**config.mk**
```make
export PLATFORM = sky130hd
export DESIGN_NAME = imem_read_arbiter_flat
export DESIGN_NICKNAME = d
export VERILOG_FILES = /design/src/rtl/imem_read_arbiter_if.sv /design/src/rtl/imem_read_arbiter.sv /design/src/flat_wrapper.sv
export SDC_FILE = /design/constraint.sdc
export NUM_CORES = 1
export LEC_CHECK = 0
export ABC_CLOCK_PERIOD_IN_PS = 2500
export BUFFER_PORTS_ARGS = -buffer_cell sky130_fd_sc_hd__buf_4
export CAP_MARGIN = 25
export CORE_UTILIZATION = 50
export DETAILED_ROUTE_END_ITERATION = 16
export PLACE_DENSITY_LB_ADDON = 0.08
export SYNTH_ARGS = -nofsm -noshare
export SYNTH_HDL_FRONTEND = slang
export SYNTH_SLANG_ARGS = --single-unit
```
**constraint.sdc**
```tcl
create_clock -name clock -period 2.5 [get_ports clock]
set_input_delay 0.125 -clock clock [delete_from_list [all_inputs] [get_ports clock]]
set_output_delay 0.125 -clock clock [all_outputs]
set_load 0.005 [all_outputs]
```
**src/rtl/imem_read_arbiter_if.sv**
```systemverilog
// Memory-side read bus of the instruction block memory: hold-enable request with ready/data return.
interface imem_read_arbiter_if #(
  parameter int ADDR_W  = 10,
  parameter int BLOCK_W = 128
) ();
  logic               mem_ren;
  logic [ADDR_W-1:0]  mem_addr;
  logic               mem_ready;
  logic [BLOCK_W-1:0] mem_dout;

  modport master (
    output mem_ren,
    output mem_addr,
    input  mem_ready,
    input  mem_dout
  );

  modport slave (
    input  mem_ren,
    input  mem_addr,
    output mem_ready,
    output mem_dout
  );
endinterface

```
**src/rtl/imem_read_arbiter.sv**
```systemverilog
// Shares the instruction memory read port between demand refill and prefetch; demand wins and may pre-empt.
// done/drop pulse one cycle after mem_ready/abort; requesters hold req until served, then see a one-cycle gap.
module imem_read_arbiter #(
  parameter int ADDR_W  = 10,
  parameter int BLOCK_W = 128,
  parameter int TIMEOUT = 255
) (
  input  logic                 clock,
  input  logic                 reset,
  input  logic                 dem_req,
  input  logic [ADDR_W-1:0]    dem_addr,
  output logic                 dem_done,
  input  logic                 pf_req,
  input  logic [ADDR_W-1:0]    pf_addr,
  output logic                 pf_done,
  output logic                 pf_drop,
  output logic [BLOCK_W-1:0]   rdata,
  output logic                 err,
  imem_read_arbiter_if.master  mem
);

  typedef enum logic [1:0] {
    S_IDLE = 2'd0,
    S_READ = 2'd1,
    S_GAP  = 2'd2
  } state_t;

  typedef enum logic {
    OWN_DEM = 1'b0,
    OWN_PF  = 1'b1
  } owner_t;

  localparam logic [7:0] TMO = 8'(TIMEOUT);

  state_t               state_q;
  owner_t               owner_q;
  logic                 merged_q;
  logic [ADDR_W-1:0]    addr_q;
  logic [7:0]           cnt_q;
  logic [BLOCK_W-1:0]   rdata_q;
  logic                 err_q;
  logic                 dem_done_q;
  logic                 pf_done_q;
  logic                 pf_drop_q;

  logic [7:0]           cnt_d;
  logic                 dem_hit;
  logic                 pf_preempt;
  logic                 pf_abort;
  logic                 pf_merge;
  logic                 timeout_hit;
  logic                 finish_merged;

  // A demand arriving during a prefetch read either joins it (same block) or kills it.
  always_comb begin
    cnt_d         = cnt_q + 8'd1;
    dem_hit       = (dem_addr == addr_q);
    pf_preempt    = (owner_q == OWN_PF) && dem_req && !mem.mem_ready;
    pf_abort      = pf_preempt && !dem_hit;
    pf_merge      = pf_preempt && dem_hit;
    timeout_hit   = (cnt_d == TMO);
    finish_merged = merged_q || pf_merge;
  end

  always_ff @(posedge clock or negedge reset) begin
    if (!reset) begin
      state_q    <= S_IDLE;
      owner_q    <= OWN_DEM;
      merged_q   <= 1'b0;
      addr_q     <= '0;
      cnt_q      <= '0;
      rdata_q    <= '0;
      err_q      <= 1'b0;
      dem_done_q <= 1'b0;
      pf_done_q  <= 1'b0;
      pf_drop_q  <= 1'b0;
    end else begin
      dem_done_q <= 1'b0;
      pf_done_q  <= 1'b0;
      pf_drop_q  <= 1'b0;
      unique case (state_q)
        S_IDLE: begin
          cnt_q <= '0;
          if (dem_req) begin
            addr_q   <= dem_addr;
            owner_q  <= OWN_DEM;
            merged_q <= pf_req && (pf_addr == dem_addr);
            state_q  <= S_READ;
          end else if (pf_req) begin
            addr_q   <= pf_addr;
            owner_q  <= OWN_PF;
            merged_q <= 1'b0;
            state_q  <= S_READ;
          end
        end
        S_READ: begin
          cnt_q <= cnt_d;
          if (mem.mem_ready) begin
            rdata_q    <= mem.mem_dout;
            dem_done_q <= (owner_q == OWN_DEM) || merged_q;
            pf_done_q  <= (owner_q == OWN_PF) || merged_q;
            state_q    <= S_GAP;
          end else if (pf_abort) begin
            pf_drop_q <= 1'b1;
            state_q   <= S_GAP;
          end else begin
            if (pf_merge) begin
              merged_q <= 1'b1;
            end
            // A timed-out read still completes so neither requester waits forever.
            if (timeout_hit) begin
              err_q      <= 1'b1;
              rdata_q    <= '0;
              dem_done_q <= (owner_q == OWN_DEM) || finish_merged;
              pf_done_q  <= (owner_q == OWN_PF) || finish_merged;
              state_q    <= S_GAP;
            end
          end
        end
        S_GAP: begin
          state_q <= S_IDLE;
        end
        default: begin
          state_q <= S_IDLE;
        end
      endcase
    end
  end

  assign mem.mem_ren  = (state_q == S_READ);
  assign mem.mem_addr = addr_q;

  assign dem_done = dem_done_q;
  assign pf_done  = pf_done_q;
  assign pf_drop  = pf_drop_q;
  assign rdata    = rdata_q;
  assign err      = err_q;

endmodule

```
**src/flat_wrapper.sv**
```systemverilog
// flat-port wrapper written by rule: the top's interface ports become plain ports
module imem_read_arbiter_flat 
#(
  parameter int ADDR_W  = 10,
  parameter int BLOCK_W = 128,
  parameter int TIMEOUT = 255
)
  (clock, reset, dem_req, dem_addr, dem_done, pf_req, pf_addr, pf_done, pf_drop, rdata, err, mem_mem_ren, mem_mem_addr, mem_mem_ready, mem_mem_dout);
  imem_read_arbiter_if #(.ADDR_W(ADDR_W), .BLOCK_W(BLOCK_W)) mem_i ();
  input  logic clock;
  input  logic reset;
  input  logic dem_req;
  input  logic [ADDR_W-1:0] dem_addr;
  output logic dem_done;
  input  logic pf_req;
  input  logic [ADDR_W-1:0] pf_addr;
  output logic pf_done;
  output logic pf_drop;
  output logic [BLOCK_W-1:0] rdata;
  output logic err;
  output wire logic [$bits(mem_i.mem_ren)-1:0] mem_mem_ren;
  output wire logic [$bits(mem_i.mem_addr)-1:0] mem_mem_addr;
  input wire logic [$bits(mem_i.mem_ready)-1:0] mem_mem_ready;
  input wire logic [$bits(mem_i.mem_dout)-1:0] mem_mem_dout;
  assign mem_mem_ren = mem_i.mem_ren;
  assign mem_mem_addr = mem_i.mem_addr;
  assign mem_i.mem_ready = mem_mem_ready;
  assign mem_i.mem_dout = mem_mem_dout;
  imem_read_arbiter #(.ADDR_W(ADDR_W), .BLOCK_W(BLOCK_W), .TIMEOUT(TIMEOUT)) u_core (.clock(clock), .reset(reset), .dem_req(dem_req), .dem_addr(dem_addr), .dem_done(dem_done), .pf_req(pf_req), .pf_addr(pf_addr), .pf_done(pf_done), .pf_drop(pf_drop), .rdata(rdata), .err(err), .mem(mem_i));
endmodule
```
==> flow_summary.json, run 1 <==
{
  "outcome": "finished, final reports clean",
  "clk_path_buf_depth": 2,
  "cp_slowest_cell": "or4_1",
  "cts_tree": "yes",
  "clock.fmax_mhz": 430.1,
  "wl_mm": 22.08,
  "core_sq_um": 15370,
  "period_share_pct": 93.00,
  "cts_buffers": 17,
  "fp-row-count": 45,
  "syn_inst": 753,
  "grt_pass1_wl_mm": 35.16,
  "synth.largest_area_cell": "dfrtp_1",
  "cpPeakStageDelay_ns": 0.47,
  "ios": 296,
  "gp_congestion": 0.7814,
  "synth.avg_cell_area_sq_um": 10.58,
  "finalHoldViolations": 0,
  "dr.pass1.iters": 5,
  "yosysWarnings": 0,
  "post-cts-setup-buffers": 0,
  "crit_path_start": "u_core.cnt_q[0]",
  "fin_nets": 1205,
  "synth_area_sq_um": 7965,
  "drv_slew": 0,
  "cts_resized": 0,
  "synth-seq-cells": 154,
  "crit_path_end_kind": "register",
  "clk_pin_slew_ns": 0.06,
  "clock_latency_ns": 0.42,
  "yosys.area.top_type_share_pct": 48.38,
  "worst_setup_path_start_kind": "register",
  "grt_use_total_pct": 27.10,
  "grt_max_degree": 107,
  "syn_nets": 908,
  "dpl.hpwl_mm": 14.60,
  "fin_skew_ns": 0.008191,
  "synth_cell_types": 40,
  "nFillCells": 1167,
  "drc_errors": 0,
  "critPathArrivalTime_ns": 2.61,
  "drive_above_1_share_pct": 43.27,
  "fp.dieArea_sq_um": 16440,
  "synth_area_leaders": "dfrtp_1 48%, a21oi_1 17%, a31oi_2 16%, buf_12 2.8%, a31oi_1 2.3%",
  "period_minus_slack_ns": 2.325,
  "hold_path_class": "primary input to register",
  "final_antenna_net_count": 0,
  "mostFrequentLayoutCell": "buf_4",
  "yosysSeqAreaShare_pct": 48.38,
  "reg2reg_from": "u_core.cnt_q[0]",
  "total_power_mw": 12.97,
  "cts_root_buf": "clkbuf_16",
  "path_cells": "ha_1, and2_1, or4_1, a31o_2, nand2_8, buf_12, a31oi_1",
  "vias_per_cell": 5.597,
  "post_drt_wl_per_cell_um": 17.33,
  "drv_cap": 0,
  "drt_iter0_drc": 513,
  "start_util_pct": 51.82,
  "antenna_found_initial": 0,
  "worst-setup-path-type": "register to register",
  "die_h_um": 128.2,
  "syn_to_final_growth_pct": 41.16,
  "p_leak_nw": 4.821,
  "cts_htree_levels": 4,
  "vias": 7131,
  "clkSinkCount": 154,
  "io_buffers": 295,
  "relSlewSlack_pct": 47.38,
  "setup_tns_ns": 0,
  "setup_viol": 0,
  "peakVddDrop_v": 0.0006393,
  "final_cell_mix": "305 x buf_4, 263 x a21oi_1, 154 x dfrtp_1",
  "die_w_um": 128.2,
  "crit_required_ns": 2.78,
  "grt-ovfl-total": 0,
  "crit_fanout": 30,
  "tightest_slew_ns": 0.7894,
  "antennaDiodeCount": 0,
  "grt_setup_unrepaired": "false",
  "power_per_cell_area_nw_per_um2": 1154,
  "min_from": "pf_addr[3]",
  "grt_pass1_vias": 6839
}
## repair_timing
| item | 4_1_cts | 5_1_grt |
|---|---|---|
| hold endpoints to repair | 105 | 1 |
| endpoints found under the setup margin | 0 | 0 |
| hold buffers | 35 | 1 |
## cell usage after synthesis (all sizes together)
master / instances
or2: 1
ha: 2
a31oi: 129
mux2i: 10
a211oi: 2
o21ai: 20
xor2: 3
a21o: 2
nor3: 5
a21oi: 263
nand3: 6
a41oi: 1
inv: 7
o31a: 1
a22o: 5
o31ai: 1
dfrtp: 154
xnor2: 20
or4: 2
nand2b: 1
nor2b: 2
clkbuf: 34
mux2: 2
nand2: 23
and2: 1
nor4: 1
nor2: 7
a31o: 1
buf: 42
nor3b: 1
o21a: 1
nand4: 3
## state kept, by name, indices dropped and copies added (netlist names)
signal / cells
u_core.mem.mem_addr: 10
u_core.err: 1
u_core.pf_done: 1
u_core.owner_q: 1
u_core.merged_q: 1
u_core.pf_drop: 1
u_core.cnt_q: 8
u_core.state_q: 2
u_core.dem_done: 1
u_core.rdata: 128
## report_power, final
group / switching (mW) / internal (mW) / total, mW
clock: 1.01 / 1.54 / 2.55
sequential: 0.797 / 3.71 / 4.51
combinational: 2.90 / 3.01 / 5.91
## kinds of logic (layout without fill, tap and decap cells)
family	count (synthesis)	count (layout)	synth area share, %
fa+ha+maj	2	2	0.3141
buf+inv	83	393	6.645
compound gates	426	426	37.21
xor+xnor	23	23	2.529
simple gates	53	53	3.378
mux	12	12	1.539
flops	154	154	48.38
## routing by layer
layer	up-vias	track usage [%]	share of wire (%)
met3	34	7.179	7.1
met2	267	43.53	48
li1	3422	-	-
met1	3408	35.04	42
met5	-	0	0
met4	0	10.38	2.4
## worst paths after layout
kind	endpoint	slack, ns	depth (start not counted)
max	u_core.rdata[43]	0.18	7
min reg2reg	u_core.err	0.50	2
max in group asynchronous	u_core.rdata[85]	1.49	3
min in group asynchronous	u_core.rdata[103]	0.31	2
max reg2reg	u_core.rdata[43]	0.18	7
min	u_core.mem.mem_addr[3]	0.01	3
## critical path, delay by kind of cell, from the launching register on
family	cells	cell delay, ns
buf+inv	1	0.24
flops	1	0.42
simple gates	3	0.82
compound gates	2	0.43
fa+ha+maj	1	0.27
## final cells by class
type | instances | area (sq um) | share of cell area, %
Clock buffer | 21 | 470.5 | 4.184
Clock inverter | 11 | 120.1 | 1.068
Inverter | 7 | 26.28 | 0.2337
Multi-Input combinational cell | 516 | 3607 | 32.08
Sequential cell | 154 | 3854 | 34.28
Tap cell | 211 | 264.0 | 2.348
Timing Repair Buffer | 354 | 2902 | 25.81
## per-stage QoR
step | hold slack, ns | setup slack (ns) | std cells | utilization, % | instance area [sq um]
6_report | 0.01422 | 0.1751 | 1274 | 73.15 | 11240
5_1_grt | 0.002370 | 0.09984 | 1274 | 73.15 | 11240
4_1_cts | 0.0002168 | 0.1662 | 1273 | 73.08 | 11230
3_5_place_dp | 0.2108 | 0.1725 | 1206 | 66.96 | 10290
3_3_place_gp | 0.2165 | 0.2194 | 1206 | 66.96 | 10290
2_1_floorplan | -0.1706 | 0.3482 | 753 | - | 7965
(Power assumes the default switching activity.)
==> run 2, diff against run 1 <==
--- a/config.mk
+++ b/config.mk
@@ -10,7 +10,7 @@
 export CAP_MARGIN = 25
 export CORE_UTILIZATION = 50
 export DETAILED_ROUTE_END_ITERATION = 16
-export PLACE_DENSITY_LB_ADDON = 0.08
+export PLACE_DENSITY = 0.81
 export SYNTH_ARGS = -nofsm -noshare
 export SYNTH_HDL_FRONTEND = slang
 export SYNTH_SLANG_ARGS = --single-unit
==> flow_summary.json, run 2 (synthesis gave the netlist of run 1 again) <==
{
  "outcome": "finished, final reports clean",
  "relSlewSlack_pct": 49.89,
  "reg2reg_from": "u_core.cnt_q[0]",
  "syn_to_final_growth_pct": 46.91,
  "die_h_um": 128.2,
  "grt_pass1_vias": 7489,
  "cts_root_buf": "clkbuf_16",
  "period_minus_slack_ns": 2.328,
  "clkSinkCount": 154,
  "drv_slew": 0,
  "worst_setup_path_start_kind": "register",
  "placed_area_sq_um": 10330,
  "clock_latency_ns": 0.43,
  "power_per_cell_area_nw_per_um2": 1138,
  "antennaDiodeCount": 0,
  "dpl.hpwl_mm": 15.59,
  "drv_cap": 0,
  "grt_use_total_pct": 30.14,
  "start_util_pct": 51.82,
  "clk_pin_slew_ns": 0.06,
  "core_sq_um": 15370,
  "cpPeakStageDelay_ns": 0.47,
  "critPathTopFamily": "simple AND/OR/NAND/NOR gates",
  "period_share_pct": 93.13,
  "ios": 296,
  "cts_tree": "yes",
  "final_antenna_net_count": 0,
  "fin_area_sq_um": 11700,
  "critPathArrivalTime_ns": 2.62,
  "grt_max_degree": 107,
  "tightest_slew_ns": 0.7467,
  "r2r_slack_ns": 0.17,
  "io_buffers": 295,
  "grt_setup_unrepaired": "false",
  "finalHoldViolations": 0,
  "fin_nets": 1250,
  "worst-setup-path-type": "register to register",
  "dr.pass1.iters": 5,
  "grt_pass1_wl_mm": 38.67,
  "final_cell_mix": "310 x buf_4, 263 x a21oi_1, 154 x dfrtp_1",
  "cts_htree_levels": 4,
  "setup_viol": 0,
  "clock.fmax_mhz": 429.5,
  "drive_above_1_share_pct": 41.97,
  "hold_path_class": "primary input to register",
  "peakVddDrop_v": 0.0006328,
  "clk_path_buf_depth": 2,
  "post_drt_wl_per_cell_um": 18.70,
  "nFillCells": 982,
  "setup_tns_ns": 0,
  "vias": 7636,
  "gp_congestion": 0.8144,
  "mostFrequentLayoutCell": "buf_4",
  "cp_slowest_cell": "or4_1",
  "vias_per_cell": 5.789,
  "wl_mm": 24.67,
  "cts_buffers": 17,
  "grt-ovfl-total": 0,
  "cp.depth": 7,
  "crit_buf_inv": 1,
  "crit_path_end_kind": "register",
  "fp.dieArea_sq_um": 16440,
  "cts_resized": 0,
  "largest_reg_flops": 128,
  "p_leak_nw": 5.023,
  "drc_errors": 0,
  "fin_skew_ns": 0.008157,
  "drt_iter0_drc": 494,
  "crit_path_start": "u_core.cnt_q[0]",
  "r2r_end": "u_core.rdata[99]",
  "rr_worst_depth": 7,
  "path_cells": "ha_1, and2_1, or4_1, a31o_2, nand2_8, buf_12, a31oi_2",
  "min_from": "mem_mem_dout[115]",
  "die_w_um": 128.2,
  "fp-row-count": 45,
  "crit_required_ns": 2.79,
  "endpoint": "u_core.rdata[99]",
  "crit_fanout": 23,
  "antenna_found_initial": 0
}
run 2: power by group:
group	total [mW]	internal [mW]	switching (mW)
Sequential	4.55	3.71	0.839
Combinational	6.10	3.07	3.03
Clock	2.66	1.61	1.06
Total	13.3	8.38	4.93
run 2: cell type report:
class / count / area, sq um / share of cell area, %
multi-input cells: 516 / 3607 / 30.83
well taps: 211 / 264.0 / 2.256
clock inverters: 13 / 167.7 / 1.433
flip-flops and latches: 154 / 3854 / 32.93
inverters: 7 / 26.28 / 0.2246
repair buffers: 399 / 3339 / 28.54
clock buffers: 19 / 442.9 / 3.785
run 2: worst min-delay path, stage by stage:
cell,delay (ns)
buf_4,0.09
a21oi_1,0.06
a31oi_2,0.12
run 2: metrics by stage:
stage	total power [mW]	worst slack [ns]	std cells	hold WS, ns	utilization [%]
after floorplan	7.488	0.3482	753	-0.1706	-
after global placement	10.23	0.2370	1211	0.1728	67.20
after detailed placement	10.45	0.1753	1211	0.1669	67.20
after CTS	13.25	0.1593	1318	0.0001370	76.06
after global routing	14.08	0.06869	1319	0.005675	76.13
final	13.31	0.1717	1319	0.01491	76.13
run 2: worst min path at each step:
stage	end	slack, ns	depth (start not counted)
CTS	u_core.rdata[64]	0.0001	3
floorplan	u_core.cnt_q[0]	-0.17	0
global placement	u_core.rdata[111]	0.17	1
detailed placement	u_core.rdata[109]	0.17	1
finish	u_core.rdata[115]	0.01	3
global route	u_core.rdata[116]	0.006	3
run 2: routing by layer:
| layer | GRT usage (%) | vias to the layer above | share of wire [%] | wire length [um] |
|---|---|---|---|---|
| met5 | 0 | - | 0 | 0 |
| met4 | 13.01 | 0 | 3.4 | 850 |
| met3 | 8.013 | 59 | 8.1 | 2004 |
| met2 | 50.78 | 375 | 50 | 12340 |
| met1 | 36.30 | 3683 | 38 | 9472 |
| li1 | - | 3519 | - | - |
run 2: timing repair:
item	in CTS	in global routing
hold buffers	75	1
setup endpoints to repair	0	0
buffers inserted	0	0
endpoints found under the hold margin	138	1
==> run 3, diff against run 2 <==
--- a/config.mk
+++ b/config.mk
@@ -5,12 +5,13 @@
 export SDC_FILE = /design/constraint.sdc
 export NUM_CORES = 1
 export LEC_CHECK = 0
+export ABC_AREA = 1
 export ABC_CLOCK_PERIOD_IN_PS = 2500
 export BUFFER_PORTS_ARGS = -buffer_cell sky130_fd_sc_hd__buf_4
 export CAP_MARGIN = 25
-export CORE_UTILIZATION = 50
+export CORE_UTILIZATION = 49
 export DETAILED_ROUTE_END_ITERATION = 16
-export PLACE_DENSITY = 0.81
+export PLACE_DENSITY = 0.8
 export SYNTH_ARGS = -nofsm -noshare
 export SYNTH_HDL_FRONTEND = slang
 export SYNTH_SLANG_ARGS = --single-unit
==> flow_summary.json, run 3 <==
{
  "antenna_found_initial": 1,
  "crit_fanout": 38,
  "clock.fmax_mhz": 465.8,
  "clock_latency_ns": 0.43,
  "final_cell_mix": "297 x buf_4, 254 x nand2_1, 154 x dfrtp_1",
  "synth-seq-cells": 154,
  "crit_path_end_kind": "register",
  "drc_errors": 0,
  "core_sq_um": 15200,
  "synth_area_sq_um": 7621,
  "drv_cap": 0,
  "wl_mm": 23.77,
  "worst-setup-path-type": "register to register",
  "post_drt_wl_per_cell_um": 16.82,
  "outcome": "finished, final reports clean",
  "yosysSeqAreaShare_pct": 50.57,
  "cts_htree_levels": 4,
  "critPathArrivalTime_ns": 2.45,
  "utilization_pct": 78.32,
  "tightest_slew_ns": 0.5485,
  "drv_slew": 0,
  "path_cells": "ha_1, nand3_1, nor2_2, nand2_1, nand2_1, nand2_2, nor2_2, nand3_2, nand2_2, nand2_8, buf_12, nand2_1, nand2_1",
  "cpPeakStageDelay_ns": 0.40,
  "cts_buffers": 17,
  "grt_use_total_pct": 30.32,
  "r2r_slack_ns": 0.35,
  "power_per_cell_area_nw_per_um2": 1105,
  "synth_area_leaders": "dfrtp_1 51%, nand2_4 15%, nand2_1 13%, nand2_2 8.6%, buf_12 2.9%",
  "dpl.hpwl_mm": 13.14,
  "syn_nets": 936,
  "fin_skew_ns": 0.01102,
  "fp.dieArea_sq_um": 16060,
  "p_leak_nw": 6.144,
  "start_util_pct": 50.13,
  "setup_tns_ns": 0,
  "clk_pin_slew_ns": 0.07,
  "final_antenna_net_count": 0,
  "yosys.area.top_type_share_pct": 50.57,
  "ys.flop_type": "dfrtp_1",
  "cts_tree": "yes",
  "vias": 6999,
  "yosysWarnings": 0,
  "yosys.cell_count.top_type": "nand2_1",
  "drt_iter0_drc": 397,
  "mostFrequentLayoutCell": "buf_4",
  "grt_pass1_vias": 7339,
  "fin_area_sq_um": 11910,
  "fin_nets": 1365,
  "fp-row-count": 45,
  "syn_inst": 781,
  "synthArstFlopShare_pct": 100.0,
  "clk_path_buf_depth": 2,
  "cp_slowest_cell": "dfrtp_1",
  "cts_resized": 0,
  "vias_per_cell": 4.953,
  "finalHoldViolations": 0,
  "period_minus_slack_ns": 2.147,
  "nFillCells": 832,
  "ys_top_cells_by_count": "254 x nand2_1, 154 x dfrtp_1, 105 x nand2_2, 101 x nand2_4, 44 x inv_1",
  "gp_congestion": 0.8696,
  "placed_area_sq_um": 9913,
  "synth.avg_cell_area_sq_um": 9.758,
  "setup_viol": 0,
  "die_w_um": 126.7,
  "clkSinkCount": 154,
  "synth_cell_types": 31,
  "synth.largest_area_cell": "dfrtp_1",
  "syn_to_final_growth_pct": 56.23,
  "io_buffers": 295,
  "period_share_pct": 85.88,
  "dr.pass1.iters": 4,
  "ios": 296,
  "whs_ns": 0.03775,
  "synth-edff-count": 0,
  "worst_setup_path_start_kind": "register",
  "timing.critical_path.mode_cell": "nand2_1",
  "post-cts-setup-buffers": 0,
  "grt_setup_unrepaired": "false",
  "grt-ovfl-total": 0,
  "crit_required_ns": 2.80,
  "peakVddDrop_v": 0.0006473,
  "grt_max_degree": 90,
  "relSlewSlack_pct": 63.43,
  "cts_root_buf": "clkbuf_16",
  "hold_path_class": "primary input to register",
  "drive_above_1_share_pct": 44.89,
  "grt_pass1_wl_mm": 37.25,
  "largest_reg_flops": 128,
  "die_h_um": 126.7
}
[run 3: routing by layer]
layer,global-route usage (%),share of wire (%)
met5,0,0
met4,15.13,3.5
met3,8.941,8.3
met2,52.75,50
met1,34.01,38
[run 3: cell families after synthesis]
| logic type | share of synthesized area [%] |
|---|---|
| simple gates | 39.07 |
| flops | 50.57 |
| buf+inv | 6.468 |
| compound gates | 2.988 |
| xor+xnor | 0.5746 |
| fa+ha+maj | 0.3283 |
[run 3: final cells by class]
class,instances,area (sq um),share of cell area [%]
Antenna cell,2,5.005,0.04203
Clock buffer,22,464.2,3.899
Clock inverter,10,142.6,1.198
Multi-Input combinational cell,549,3291,27.64
Inverter,46,172.7,1.450
Tap cell,188,235.2,1.976
Sequential cell,154,3854,32.37
Timing Repair Buffer,442,3742,31.43
[run 3: critical path, delay by kind of cell, from the launching register on]
family | cells | cell delay [ns]
flip-flops | 1 | 0.40
adder cells (fa/ha/maj) | 1 | 0.23
buffers and inverters | 1 | 0.28
AND/OR/NAND/NOR | 11 | 1.12
[run 3: repair_timing]
| action | in CTS | in global routing |
|---|---|---|
| endpoints found under the hold margin | 189 | 0 |
| setup endpoints to repair | 0 | 0 |
| hold buffers | 138 | 0 |
[run 3: worst paths after layout]
| kind | cells after the start | end | from |
|---|---|---|---|
| min reg2reg | 2 | u_core.err | u_core.err |
| max reg2reg | 13 | u_core.rdata[43] | u_core.cnt_q[1] |
| min in group asynchronous | 2 | u_core.mem.mem_addr[8] | reset |
| max in group asynchronous | 3 | u_core.rdata[8] | reset |
| max | 13 | u_core.rdata[43] | u_core.cnt_q[1] |
| min | 3 | u_core.mem.mem_addr[6] | pf_addr[6] |
[run 3: metrics by stage]
stage	instances	setup WS [ns]	total power [mW]
6_report	1413	0.3531	13.16
5_1_grt	1412	0.2083	13.87
3_3_place_gp	1241	0.4348	9.877
4_1_cts	1411	0.3598	12.93
2_1_floorplan	781	0.7289	7.632
3_5_place_dp	1241	0.3678	10.03
[run 3: power by group]
group / switching, mW / total, mW / internal, mW
clock network: 1.06 / 2.69 / 1.63
logic: 2.77 / 5.66 / 2.89
registers: 1.17 / 4.82 / 3.64
total: 5.00 / 13.2 / 8.17
